==> src/rtl/mem_access.sv <==
// rtl/mem_access.sv - data-memory stage: load/store sequencing over a ready/valid bus
module mem_access #(
  parameter int TIMEOUT = 16,
  parameter int CW      = 5
) (
  input  logic        clk,
  input  logic        rst,
  input  logic        mem_rd,
  input  logic        mem_wr,
  input  logic [2:0]  mem_op,
  input  logic [31:0] addr,
  input  logic [31:0] wdata_in,
  output logic        stall,
  output logic [31:0] load_data,
  output logic        done,
  output logic        fault,
  output logic [1:0]  fault_cause,
  output logic        dmem_req,
  output logic        dmem_we,
  output logic [31:0] dmem_addr,
  output logic [3:0]  dmem_wstrb,
  output logic [31:0] dmem_wdata,
  input  logic        dmem_ready,
  input  logic        dmem_rvalid,
  input  logic [31:0] dmem_rdata
);

  typedef enum logic [1:0] {IDLE, REQ, WAIT, DONE} state_t;

  state_t          state, state_nxt;
  logic [CW-1:0]   cnt;
  logic [2:0]      op_q;
  logic [1:0]      lane_q;
  logic            fault_q;
  logic [1:0]      cause_q;

  logic            start, illegal, misaligned, timed_out;
  logic [3:0]      wstrb_nxt;
  logic [31:0]     wdata_nxt;
  logic [31:0]     load_ext;
  logic [7:0]      byte_sel;
  logic [15:0]     half_sel;

  assign start       = mem_rd | mem_wr;
  assign timed_out   = (cnt >= CW'(TIMEOUT - 1));
  assign fault       = fault_q;
  assign fault_cause = cause_q;

  // mem_wr wins when both strobes are high, so legality follows the store table then
  always_comb begin
    illegal    = 1'b0;
    misaligned = 1'b0;
    if (mem_wr) begin
      illegal = mem_op[2] | (mem_op[1:0] == 2'b11);
    end else begin
      illegal = (mem_op[1:0] == 2'b11) | (mem_op[2:1] == 2'b11);
    end
    misaligned = ((mem_op[1:0] == 2'b01) & addr[0]) |
                 ((mem_op[1:0] == 2'b10) & (addr[1:0] != 2'b00));
  end

  always_comb begin
    wstrb_nxt = 4'b0000;
    wdata_nxt = 32'h0;
    if (mem_wr) begin
      case (mem_op[1:0])
        2'b00: begin
          wstrb_nxt = 4'b0001 << addr[1:0];
          wdata_nxt = {4{wdata_in[7:0]}};
        end
        2'b01: begin
          wstrb_nxt = 4'b0011 << addr[1:0];
          wdata_nxt = {2{wdata_in[15:0]}};
        end
        default: begin
          wstrb_nxt = 4'b1111;
          wdata_nxt = wdata_in;
        end
      endcase
    end
  end

  always_comb begin
    byte_sel = dmem_rdata[8*lane_q +: 8];
    half_sel = lane_q[1] ? dmem_rdata[31:16] : dmem_rdata[15:0];
    case (op_q[1:0])
      2'b00:   load_ext = op_q[2] ? {24'h0, byte_sel} : {{24{byte_sel[7]}}, byte_sel};
      2'b01:   load_ext = op_q[2] ? {16'h0, half_sel} : {{16{half_sel[15]}}, half_sel};
      default: load_ext = dmem_rdata;
    endcase
  end

  always_ff @(posedge clk) begin
    if (rst) state <= IDLE;
    else     state <= state_nxt;
  end

  always_comb begin
    state_nxt = state;
    stall     = 1'b0;
    dmem_req  = 1'b0;
    done      = 1'b0;
    case (state)
      IDLE: begin
        if (start) begin
          stall     = 1'b1;
          state_nxt = (illegal | misaligned) ? DONE : REQ;
        end
      end
      REQ: begin
        stall    = 1'b1;
        dmem_req = 1'b1;
        if (dmem_ready)     state_nxt = dmem_we ? DONE : WAIT;
        else if (timed_out) state_nxt = DONE;
      end
      WAIT: begin
        stall = 1'b1;
        if (dmem_rvalid || timed_out) state_nxt = DONE;
      end
      DONE: begin
        done      = 1'b1;
        state_nxt = IDLE;
      end
      default: state_nxt = IDLE;
    endcase
  end

  always_ff @(posedge clk) begin
    if (rst) begin
      cnt        <= '0;
      op_q       <= 3'b000;
      lane_q     <= 2'b00;
      fault_q    <= 1'b0;
      cause_q    <= 2'b00;
      load_data  <= 32'h0;
      dmem_we    <= 1'b0;
      dmem_addr  <= 32'h0;
      dmem_wstrb <= 4'b0000;
      dmem_wdata <= 32'h0;
    end else begin
      case (state)
        IDLE: begin
          if (start) begin
            if (illegal) begin
              fault_q   <= 1'b1;
              cause_q   <= 2'b10;
              load_data <= 32'h0;
            end else if (misaligned) begin
              fault_q   <= 1'b1;
              cause_q   <= 2'b01;
              load_data <= 32'h0;
            end else begin
              cnt        <= '0;
              op_q       <= mem_op;
              lane_q     <= addr[1:0];
              dmem_we    <= mem_wr;
              dmem_addr  <= {addr[31:2], 2'b00};
              dmem_wstrb <= wstrb_nxt;
              dmem_wdata <= wdata_nxt;
            end
          end
        end
        REQ: begin
          cnt <= cnt + 1'b1;
          if (dmem_ready) begin
            if (dmem_we) load_data <= 32'h0;
          end else if (timed_out) begin
            fault_q   <= 1'b1;
            cause_q   <= 2'b11;
            load_data <= 32'h0;
          end
        end
        WAIT: begin
          cnt <= cnt + 1'b1;
          if (dmem_rvalid) begin
            load_data <= load_ext;
          end else if (timed_out) begin
            fault_q   <= 1'b1;
            cause_q   <= 2'b11;
            load_data <= 32'h0;
          end
        end
        DONE: begin
          fault_q <= 1'b0;
          cause_q <= 2'b00;
        end
        default: ;
      endcase
    end
  end

endmodule

==> config.mk <==
export PLATFORM = sky130hd
export DESIGN_NAME = mem_access
export DESIGN_NICKNAME = d
export VERILOG_FILES = /design/src/rtl/mem_access.sv
export SDC_FILE = /design/constraint.sdc
export NUM_CORES = 1
export LEC_CHECK = 0
export ABC_AREA = 1
export BUFFER_PORTS_ARGS = -buffer_cell sky130_fd_sc_hd__clkbuf_2
export CAP_MARGIN = 10
export CORE_MARGIN = 1.5
export CORE_UTILIZATION = 51
export CTS_CLUSTER_DIAMETER = 30
export DETAILED_ROUTE_END_ITERATION = 8
export PLACE_DENSITY = 0.81
export SKIP_LAST_GASP = 1
export SLEW_MARGIN = 10
export SYNTH_ARGS = -nofsm -noshare
export SYNTH_HDL_FRONTEND = slang
export SYNTH_SLANG_ARGS = --single-unit
==> constraint.sdc <==
create_clock -name clk -period 2.1 [get_ports clk]
set_input_delay 0.21 -clock clk [delete_from_list [all_inputs] [get_ports clk]]
set_output_delay 0.21 -clock clk [all_outputs]
set_load 0.05 [all_outputs]
==> flow_metrics.env, run 1 <==
export IMPL_ant_nets=0
export IMPL_antenna_found_initial=0
export IMPL_skew_ns=0.00622
export IMPL_root_buffer="clkbuf_16"
export IMPL_chipHeight_um=112
export IMPL_place_port_buffers=209
export IMPL_fin_cells=1275
export IMPL_wl_per_cell_um=13.4
export IMPL_startpoint_type="flop"
export IMPL_ff_latch_area_um2=2280
export IMPL_endpoint_kind="flop"
export IMPL_clkLatencyLatePin_ns=0.41
export IMPL_hold_buffers=0
export IMPL_grt_pass1_vias=6087
export IMPL_hpwl_um=12300
export IMPL_grt_pass1_wl_um=29000
export IMPL_cts_tree="done"
export IMPL_fin_nets=1232
export IMPL_whs_ns=0.0446
export IMPL_synth_seq_cells=114
export IMPL_setup_violations=0
export IMPL_design_area_um2=7780
export IMPL_yosys_top_cells_area="dfxtp_1, nand2_1, a21oi_1"
export IMPL_htreeDepth=4
export IMPL_syn_inst=923
export IMPL_grtUsageTotal=0.283
export IMPL_place_gp_congestion=0.933
export IMPL_initial_core_util=0.526
export IMPL_drive_above_1_share=0.270
export IMPL_combPwrFrac=0.425
export IMPL_num_io_pins=212
export IMPL_rows=39
export IMPL_peakVddDrop_mv=0.957
export IMPL_antenna_cells=0
export IMPL_worstPathArrival_ns=2.30
export IMPL_grt_max_degree=73
export IMPL_utilization=0.678
export IMPL_worstMarginPinSlew_ns=0.767
export IMPL_postSynthAreaPerCell_um2=6.53
export IMPL_p_int_mw=5.60
export IMPL_cts_sinks=114
export IMPL_gr_total_overflow=0
export IMPL_swShare=0.425
export IMPL_required_ns=2.43
export IMPL_drt_initial_drc_count=546
export IMPL_maxCapViolations=0
export IMPL_critPathKind="flop to flop"
export IMPL_finalHoldViolCount=0
export IMPL_p_per_area_nw_per_um2=1250
export IMPL_cts_made_buffers=17
export IMPL_fmax_mhz=507
export IMPL_outcome="complete, no violations"
export IMPL_fill_cells=1060
export IMPL_final_max_slew_viol_count=0
export IMPL_cts_repair_resized=1
export IMPL_post_route_period_util=0.938
export IMPL_synth_top_area_frac=0.379
export IMPL_synth_area_um2=6030
export IMPL_rsz0062_at_grt="true"
export IMPL_hold_class="input port to flop"
export IMPL_leakagePower_nw=3.81
export IMPL_final_common_cell="nand2_1"
export IMPL_coreArea_um2=11500
export IMPL_critPathMaxFanout=22
export IMPL_yosysWarnings=0
export IMPL_areaGrowthSynthToFinish_pct=29.0
export IMPL_clockBufferDepth=2
export IMPL_min_period_ns=1.97
export IMPL_yosysTopAreaCell="dfxtp_1"
export IMPL_drt_vias_per_instance=5.19
export IMPL_multi_input_area_um2=3250
export IMPL_setup_tns_final_ns=0
export IMPL_dieArea_um2=12500
export IMPL_dp_cells=1244
export IMPL_drt_first_pass_iters=6
export IMPL_clkTransAtPathRegs_ns=0.05
export IMPL_synth_cell_types=34
export IMPL_ys_seq_area_frac=0.379
export IMPL_relSlewSlack=0.489
export IMPL_final_cell_mix="nand2_1, clkbuf_2, dfxtp_1, a21oi_1, nor2_1"
export IMPL_vias=6613
export IMPL_die_width_um=112
export IMPL_switchingPower_mw=4.14
export IMPL_clkPwrFrac=0.303
export IMPL_postCtsSetupRepairBufs=0
export IMPL_p_seq_frac=0.272
export IMPL_drc=0
export IMPL_placed_area_um2=7160
export IMPL_routed_wl_um=17100
sequential cells by signal, indices dropped and copies added, names as in the netlist:
name	count
lane_q	2
load_data	32
dmem_addr	30
fault_cause	2
fault	1
op_q	3
dmem_wstrb	4
dmem_wdata	32
cnt	5
state	2
dmem_we	1
power groups by stage:
stage / registers (mW) / logic, mW / clock network [mW]
floorplan: 3.45 / 2.39 / 0
global placement: 2.67 / 4.06 / 0
detailed placement: 2.69 / 4.08 / 0
CTS: 2.65 / 4.12 / 3.00
global route: 2.68 / 4.58 / 3.10
finish: 2.65 / 4.14 / 2.95
synth_stat cells (all sizes together):
cell	number
inv	49
nor3	3
o21ai	59
ha	7
nand4	1
o211ai	31
a31oi	3
conb	1
a21oi	84
or2	18
nand2	353
o31ai	1
o221ai	4
and3	1
nand3	46
buf	29
xor2	1
o2111ai	1
clkbuf	30
o21bai	1
dfxtp	114
nor2	86
worst max-delay path, cell delays in order, from the launching register on:
cell and delay, ns:
dfxtp_1 0.33, ha_1 0.20, inv_1 0.07, nor3_1 0.05, ha_1 0.21, nor3_4 0.23
buf_4 0.30, nand3_1 0.11, nand2_1 0.08, nand2_1 0.06, nand2_1 0.07, nand2_1 0.06
a21oi_1 0.12
metal layers:
metal  global-route usage  up-vias  share of wire
li1                     -     3377              -
met1                0.343     2950           0.42
met2                0.477      252           0.48
met3               0.0817       34          0.075
met4                0.105        0          0.026
met5                    0        -              0
stage by stage:
stage | setup slack [ns] | power, mW
floorplan | 0.214 | 5.84
global placement | 0.237 | 6.73
detailed placement | 0.202 | 6.77
CTS | 0.0535 | 9.77
global route | -0.00646 | 10.4
finish | 0.129 | 9.74
worst paths after layout:
| kind | start | to | slack (ns) | cells after the start |
|---|---|---|---|---|
| worst min-delay path | addr[5] | dmem_addr[5] | 0.04 | 3 |
| worst max-delay path | cnt[0] | load_data[14] | 0.13 | 12 |
| worst min register to register | dmem_wdata[16] | dmem_wdata[16] | 0.46 | 2 |
| worst max register to register | cnt[0] | load_data[14] | 0.13 | 12 |
kinds of logic after synthesis:
kind of cell | Yosys count | share of synthesized area
compound gates | 184 | 0.171
fa+ha+maj | 7 | 0.0145
flops | 114 | 0.379
other cells | 1 | 0.000622
xor+xnor | 1 | 0.00145
buf+inv | 108 | 0.0832
simple gates | 508 | 0.350
layout make-up:
cell class	count	area share
Clock buffer	22	0.0622
Clock inverter	9	0.0166
Inverter	49	0.0236
Multi-Input combinational cell	702	0.418
Sequential cell	114	0.293
Tap cell	143	0.0230
Timing Repair Buffer	236	0.163
(Power assumes the default switching activity.)
==> run 2: changes to the inputs <==
--- a/config.mk
+++ b/config.mk
@@ -13,6 +13,7 @@
 export CTS_CLUSTER_DIAMETER = 30
 export DETAILED_ROUTE_END_ITERATION = 8
 export PLACE_DENSITY = 0.81
+export REMOVE_ABC_BUFFERS = 1
 export SKIP_LAST_GASP = 1
 export SLEW_MARGIN = 10
 export SYNTH_ARGS = -nofsm -noshare
==> run 2 against run 1 <==
Utilization fell by 0.24 points. Highest routed layer unchanged. Clock skew rose by 0.00092 ns. Register-to-register slack barely moved. Sequential share of layout area rose by 0.10 points.
==> flow_metrics.env, run 2 (synthesis results as in run 1) <==
export IMPL_drt_first_pass_iters=6
export IMPL_root_buffer="clkbuf_16"
export IMPL_antenna_found_initial=0
export IMPL_finalHoldViolCount=0
export IMPL_skew_ns=0.00713
export IMPL_place_port_buffers=209
export IMPL_path_buf_inv=3
export IMPL_gr_total_overflow=0
export IMPL_design_area_um2=7750
export IMPL_p_per_area_nw_per_um2=1270
export IMPL_fmax_mhz=503
export IMPL_vias=6697
export IMPL_peakVddDrop_mv=1.11
export IMPL_initial_core_util=0.526
export IMPL_outcome="complete, no violations"
export IMPL_slowest_delay_ns=0.35
export IMPL_cp_startpoint="state[1]"
export IMPL_cts_sinks=114
export IMPL_rsz0062_at_grt="true"
export IMPL_ff_latch_area_um2=2280
export IMPL_die_width_um=112
export IMPL_critPathKind="flop to primary output"
export IMPL_clkTransAtPathRegs_ns=0.05
export IMPL_final_cell_mix="nand2_1, clkbuf_2, dfxtp_1, a21oi_1, nor2_1"
export IMPL_power_mw=9.82
export IMPL_coreArea_um2=11500
export IMPL_final_common_cell="nand2_1"
export IMPL_critPathMaxFanout=5
export IMPL_clockBufferDepth=2
export IMPL_worstHoldStart="addr[5]"
export IMPL_path_cells="inv_1, ha_2, inv_1, nor2_2, nor2_1, nor2_1, buf_4"
export IMPL_top_regs="dmem_wdata x32, load_data x32, dmem_addr x30"
export IMPL_drt_vias_per_instance=5.26
export IMPL_rows=39
export IMPL_cts_tree="done"
export IMPL_cts_made_buffers=17
export IMPL_drt_initial_drc_count=496
export IMPL_drc=0
export IMPL_globalRouteMet3Util=0.0631
export IMPL_cpLargestDelayFamily="buffers and inverters"
export IMPL_grt_max_degree=73
export IMPL_dieArea_um2=12500
export IMPL_fin_cells=1272
export IMPL_whs_ns=0.0423
export IMPL_worstMarginPinSlew_ns=0.810
export IMPL_routed_wl_um=17500
export IMPL_grt_pass1_wl_um=28800
export IMPL_fin_nets=1228
export IMPL_multi_input_area_um2=3270
export IMPL_placed_area_um2=7120
export IMPL_r2r_cells=8
export IMPL_hold_buffers=0
export IMPL_maxCapViolations=0
export IMPL_setup_tns_final_ns=0
export IMPL_drive_above_1_share=0.267
export IMPL_grtUsageTotal=0.282
export IMPL_antenna_cells=0
export IMPL_final_max_slew_viol_count=0
export IMPL_startpoint_type="flop"
export IMPL_worstPathArrival_ns=1.78
export IMPL_relSlewSlack=0.460
export IMPL_clkLatencyLatePin_ns=0.42
export IMPL_r2r_start="state[1]"
export IMPL_hold_class="input port to flop"
export IMPL_fill_cells=1005
export IMPL_hpwl_um=11800
export IMPL_place_gp_congestion=0.897
export IMPL_wl_per_cell_um=13.8
export IMPL_chipHeight_um=112
export IMPL_areaGrowthSynthToFinish_pct=28.6
export IMPL_endpoint_kind="primary output"
export IMPL_grt_util_met1=0.354
export IMPL_num_io_pins=212
export IMPL_dp_cells=1239
export IMPL_min_period_ns=1.99
export IMPL_ant_nets=0
export IMPL_critical_path_slowest_cell="dfxtp_1"
export IMPL_grt_pass1_vias=6119
export IMPL_htreeDepth=4
export IMPL_use_met2=0.454
export IMPL_grt_busiest_layer="met2"
export IMPL_cp_depth=7
export IMPL_setup_violations=0
export IMPL_leakagePower_nw=3.78
export IMPL_required_ns=1.89
export IMPL_post_route_period_util=0.947
export IMPL_min_path_cells=3
[run 2: changes by cell type in the layout (fill, tap and decap cells not counted), sizes merged]
cell / delta
buf: -4
bufinv: +1
clkbuf: -1
clkinv: -1
clkinvlp: +1
nor2: +1
[run 2: repair_timing]
| item | CTS | global route |
|---|---|---|
| setup buffers | 0 | 0 |
| endpoints found under the setup margin | 1 | 47 |
| cloned | 0 | 1 |
| resized for setup | 2 | 5 |
| pin swaps | 0 | 1 |
[run 2: worst paths after layout]
| path | to | slack [ns] |
|---|---|---|
| worst min-delay path | dmem_addr[5] | 0.04 |
| worst max-delay path | stall | 0.11 |
| worst max register to register | dmem_wdata[30] | 0.13 |
| worst min register to register | dmem_wstrb[1] | 0.46 |
[run 2: tightest hold or removal path, cell delays in order]
cell,delay [ns]
clkbuf_2,0.08
o21ai_1,0.06
nor2_1,0.07
[run 2: cell type report]
class                   count  share of cell area
multi-input cells         703               0.421
clock inverters            10              0.0203
clock buffers              22              0.0586
inverters                  49              0.0237
repair buffers            231               0.159
flip-flops and latches    114               0.294
well taps                 143              0.0231
[run 2: where the power goes]
group	leakage [nW]	internal (mW)	switching, mW	total, mW
registers	0.927	2.46	0.188	2.65
logic	2.56	1.12	3.06	4.18
clock network	0.290	2.01	0.989	3.00
[run 2: per-stage QoR]
step,setup slack [ns],utilization
2_1_floorplan,-0.202,-
5_1_grt,-0.0165,0.676
3_3_place_gp,0.191,0.621
4_1_cts,0.00314,0.675
6_report,0.111,0.676
3_5_place_dp,0.0627,0.621
[run 2: metal layers]
metal	vias up	part of all wire
met5	-	0
met4	0	0.039
met3	53	0.068
met2	277	0.46
met1	3003	0.44
li1	3364	-
==> run 3: changes to the inputs <==
--- a/config.mk
+++ b/config.mk
@@ -8,7 +8,6 @@
 export ABC_AREA = 1
 export BUFFER_PORTS_ARGS = -buffer_cell sky130_fd_sc_hd__clkbuf_2
 export CAP_MARGIN = 10
-export CORE_MARGIN = 1.5
 export CORE_UTILIZATION = 51
 export CTS_CLUSTER_DIAMETER = 30
 export DETAILED_ROUTE_END_ITERATION = 8
==> run 3 against run 2 <==
Count of clock-buffer cells in the layout unchanged. Die area shrank 1.8%. Fmax decreased by 2.0%. Cell count is 0.16% higher. Via count decreased by 0.16%. Sequential share of layout area fell by 0.24 points. Flip-flop and latch count did not move. Clock skew is 0.0012 ns higher. Design area increased by 0.82%. Highest routed layer unchanged. Non-clock buffer count grew 3. Setup slack lost 0.041 ns. Largest power group unchanged. Utilization grew 0.56 points.
==> flow_metrics.env, run 3 (synthesis results as in run 1) <==
export IMPL_finalHoldViolCount=0
export IMPL_skew_ns=0.00828
export IMPL_switchingPower_mw=4.27
export IMPL_critPathKind="flop to flop"
export IMPL_slowest_delay_ns=0.42
export IMPL_grtUsageTotal=0.283
export IMPL_outcome="complete, no violations"
export IMPL_drc=0
export IMPL_routed_wl_um=17700
export IMPL_worstPathArrival_ns=2.37
export IMPL_areaGrowthSynthToFinish_pct=29.6
export IMPL_placed_area_um2=7150
export IMPL_critPathMaxFanout=16
export IMPL_place_port_buffers=209
export IMPL_endpoint_kind="flop"
export IMPL_critical_path_slowest_cell="nor2_4"
export IMPL_worstHoldStart="addr[5]"
export IMPL_relSlewSlack=0.489
export IMPL_grt_pass1_wl_um=28200
export IMPL_cp_common_cell="nand2_1"
export IMPL_hpwl_um=11900
export IMPL_crit_path_end="load_data[2]"
export IMPL_worstMarginPinSlew_ns=0.767
export IMPL_wl_per_cell_um=13.9
export IMPL_antenna_cells=0
export IMPL_postCtsSetupRepairBufs=0
export IMPL_min_period_ns=2.03
export IMPL_gr_total_overflow=0
export IMPL_final_max_slew_viol_count=0
export IMPL_path_buf_inv=1
export IMPL_drt_first_pass_iters=5
export IMPL_power_mw=9.95
export IMPL_combPwrFrac=0.427
export IMPL_cts_made_buffers=17
export IMPL_die_width_um=111
export IMPL_final_common_cell="nand2_1"
export IMPL_root_buffer="clkbuf_16"
export IMPL_swShare=0.429
export IMPL_cts_sinks=114
export IMPL_r2r_start="state[1]"
export IMPL_cpLargestDelayFamily="simple AND/OR/NAND/NOR gates"
export IMPL_rows=39
export IMPL_drive_above_1_share=0.271
export IMPL_setup_violations=0
export IMPL_leakagePower_nw=3.82
export IMPL_final_cell_mix="nand2_1, clkbuf_2, dfxtp_1, a21oi_1, nor2_1"
export IMPL_cp_startpoint="state[1]"
export IMPL_grt_pass1_vias=5836
export IMPL_antenna_found_initial=0
export IMPL_chipHeight_um=111
export IMPL_htreeDepth=4
export IMPL_dp_cells=1241
export IMPL_fmax_mhz=493
export IMPL_worstReg2RegEnd="load_data[2]"
export IMPL_p_seq_frac=0.266
export IMPL_ant_nets=0
export IMPL_cp_depth=8
export IMPL_hold_class="input port to flop"
export IMPL_num_io_pins=212
export IMPL_utilization=0.682
export IMPL_coreArea_um2=11500
export IMPL_drt_initial_drc_count=591
export IMPL_post_route_period_util=0.967
export IMPL_cts_tree="done"
export IMPL_drt_vias_per_instance=5.25
export IMPL_clkLatencyLatePin_ns=0.42
export IMPL_peakVddDrop_mv=1.02
export IMPL_path_cells="inv_1, ha_2, nand2_1, nand2_2, nand2_4, nor2_4, nand2_1, a21oi_1"
export IMPL_reg2reg_setup_slack_ns=0.07
export IMPL_maxCapViolations=0
export IMPL_initial_core_util=0.526
export IMPL_startpoint_type="flop"
export IMPL_clkPwrFrac=0.307
export IMPL_fin_nets=1231
export IMPL_clockBufferDepth=2
export IMPL_top_regs="dmem_wdata x32, load_data x32, dmem_addr x30"
export IMPL_r2r_cells=8
export IMPL_place_gp_congestion=0.901
export IMPL_p_int_mw=5.68
export IMPL_dieArea_um2=12300
export IMPL_required_ns=2.44
export IMPL_fin_cells=1274
export IMPL_clkTransAtPathRegs_ns=0.06
export IMPL_whs_ns=0.0338
export IMPL_p_per_area_nw_per_um2=1270
export IMPL_design_area_um2=7820
export IMPL_grt_max_degree=68
export IMPL_vias=6686
==> run 3: worst min path at each step <==
stage / slack [ns] / cells after the start / endpoint
after floorplan: 0.28 / 1 / cnt[1]
after global routing: 0.03 / 3 / dmem_addr[3]
final: 0.03 / 3 / dmem_addr[5]
after global placement: 0.45 / 3 / dmem_addr[5]
after CTS: 0.02 / 3 / dmem_addr[5]
after detailed placement: 0.45 / 2 / dmem_wdata[13]
==> run 3: power by group through the flow <==
stage,Combinational (mW),Sequential (mW),Clock [mW]
2_1_floorplan,2.06,3.48,0
3_3_place_gp,4.01,2.67,0
3_5_place_dp,4.05,2.69,0
4_1_cts,4.09,2.64,3.08
5_1_grt,4.63,2.68,3.18
6_report,4.25,2.65,3.05
==> run 3: final cells by class <==
cell class	count	area, um^2
clock inverter	9	154
multi-input combinational	703	3270
tap	143	179
timing repair buffer	234	1270
fill	1025	3650
inverter	49	184
clock buffer	22	474
sequential	114	2280
==> run 3: repair_timing <==
action | CTS | global route
endpoints found under the setup margin | 1 | 33
pin swaps | 0 | 2
hold buffers | 0 | 0
resized for setup | 2 | 8
cloned | 0 | 2
==> run 3: per-stage QoR <==
stage	TNS [ns]	setup WS, ns
5_1_grt	-0.0850	-0.0153
2_1_floorplan	-5.50	-0.202
3_5_place_dp	0	0.105
4_1_cts	0	0.0502
3_3_place_gp	0	0.187
6_report	0	0.0697
==> run 3: worst min-delay path: stages <==
cell	delay (ns)
clkbuf_2	0.08
o21ai_1	0.06
nor2_1	0.07
==> run 3: routing by layer <==
layer | vias to the layer above | global-route usage | wire [um]
met5 | - | 0 | 0
met4 | 0 | 0.136 | 665
met3 | 60 | 0.0771 | 1410
met2 | 310 | 0.441 | 8210
met1 | 2951 | 0.362 | 7380
li1 | 3365 | - | -
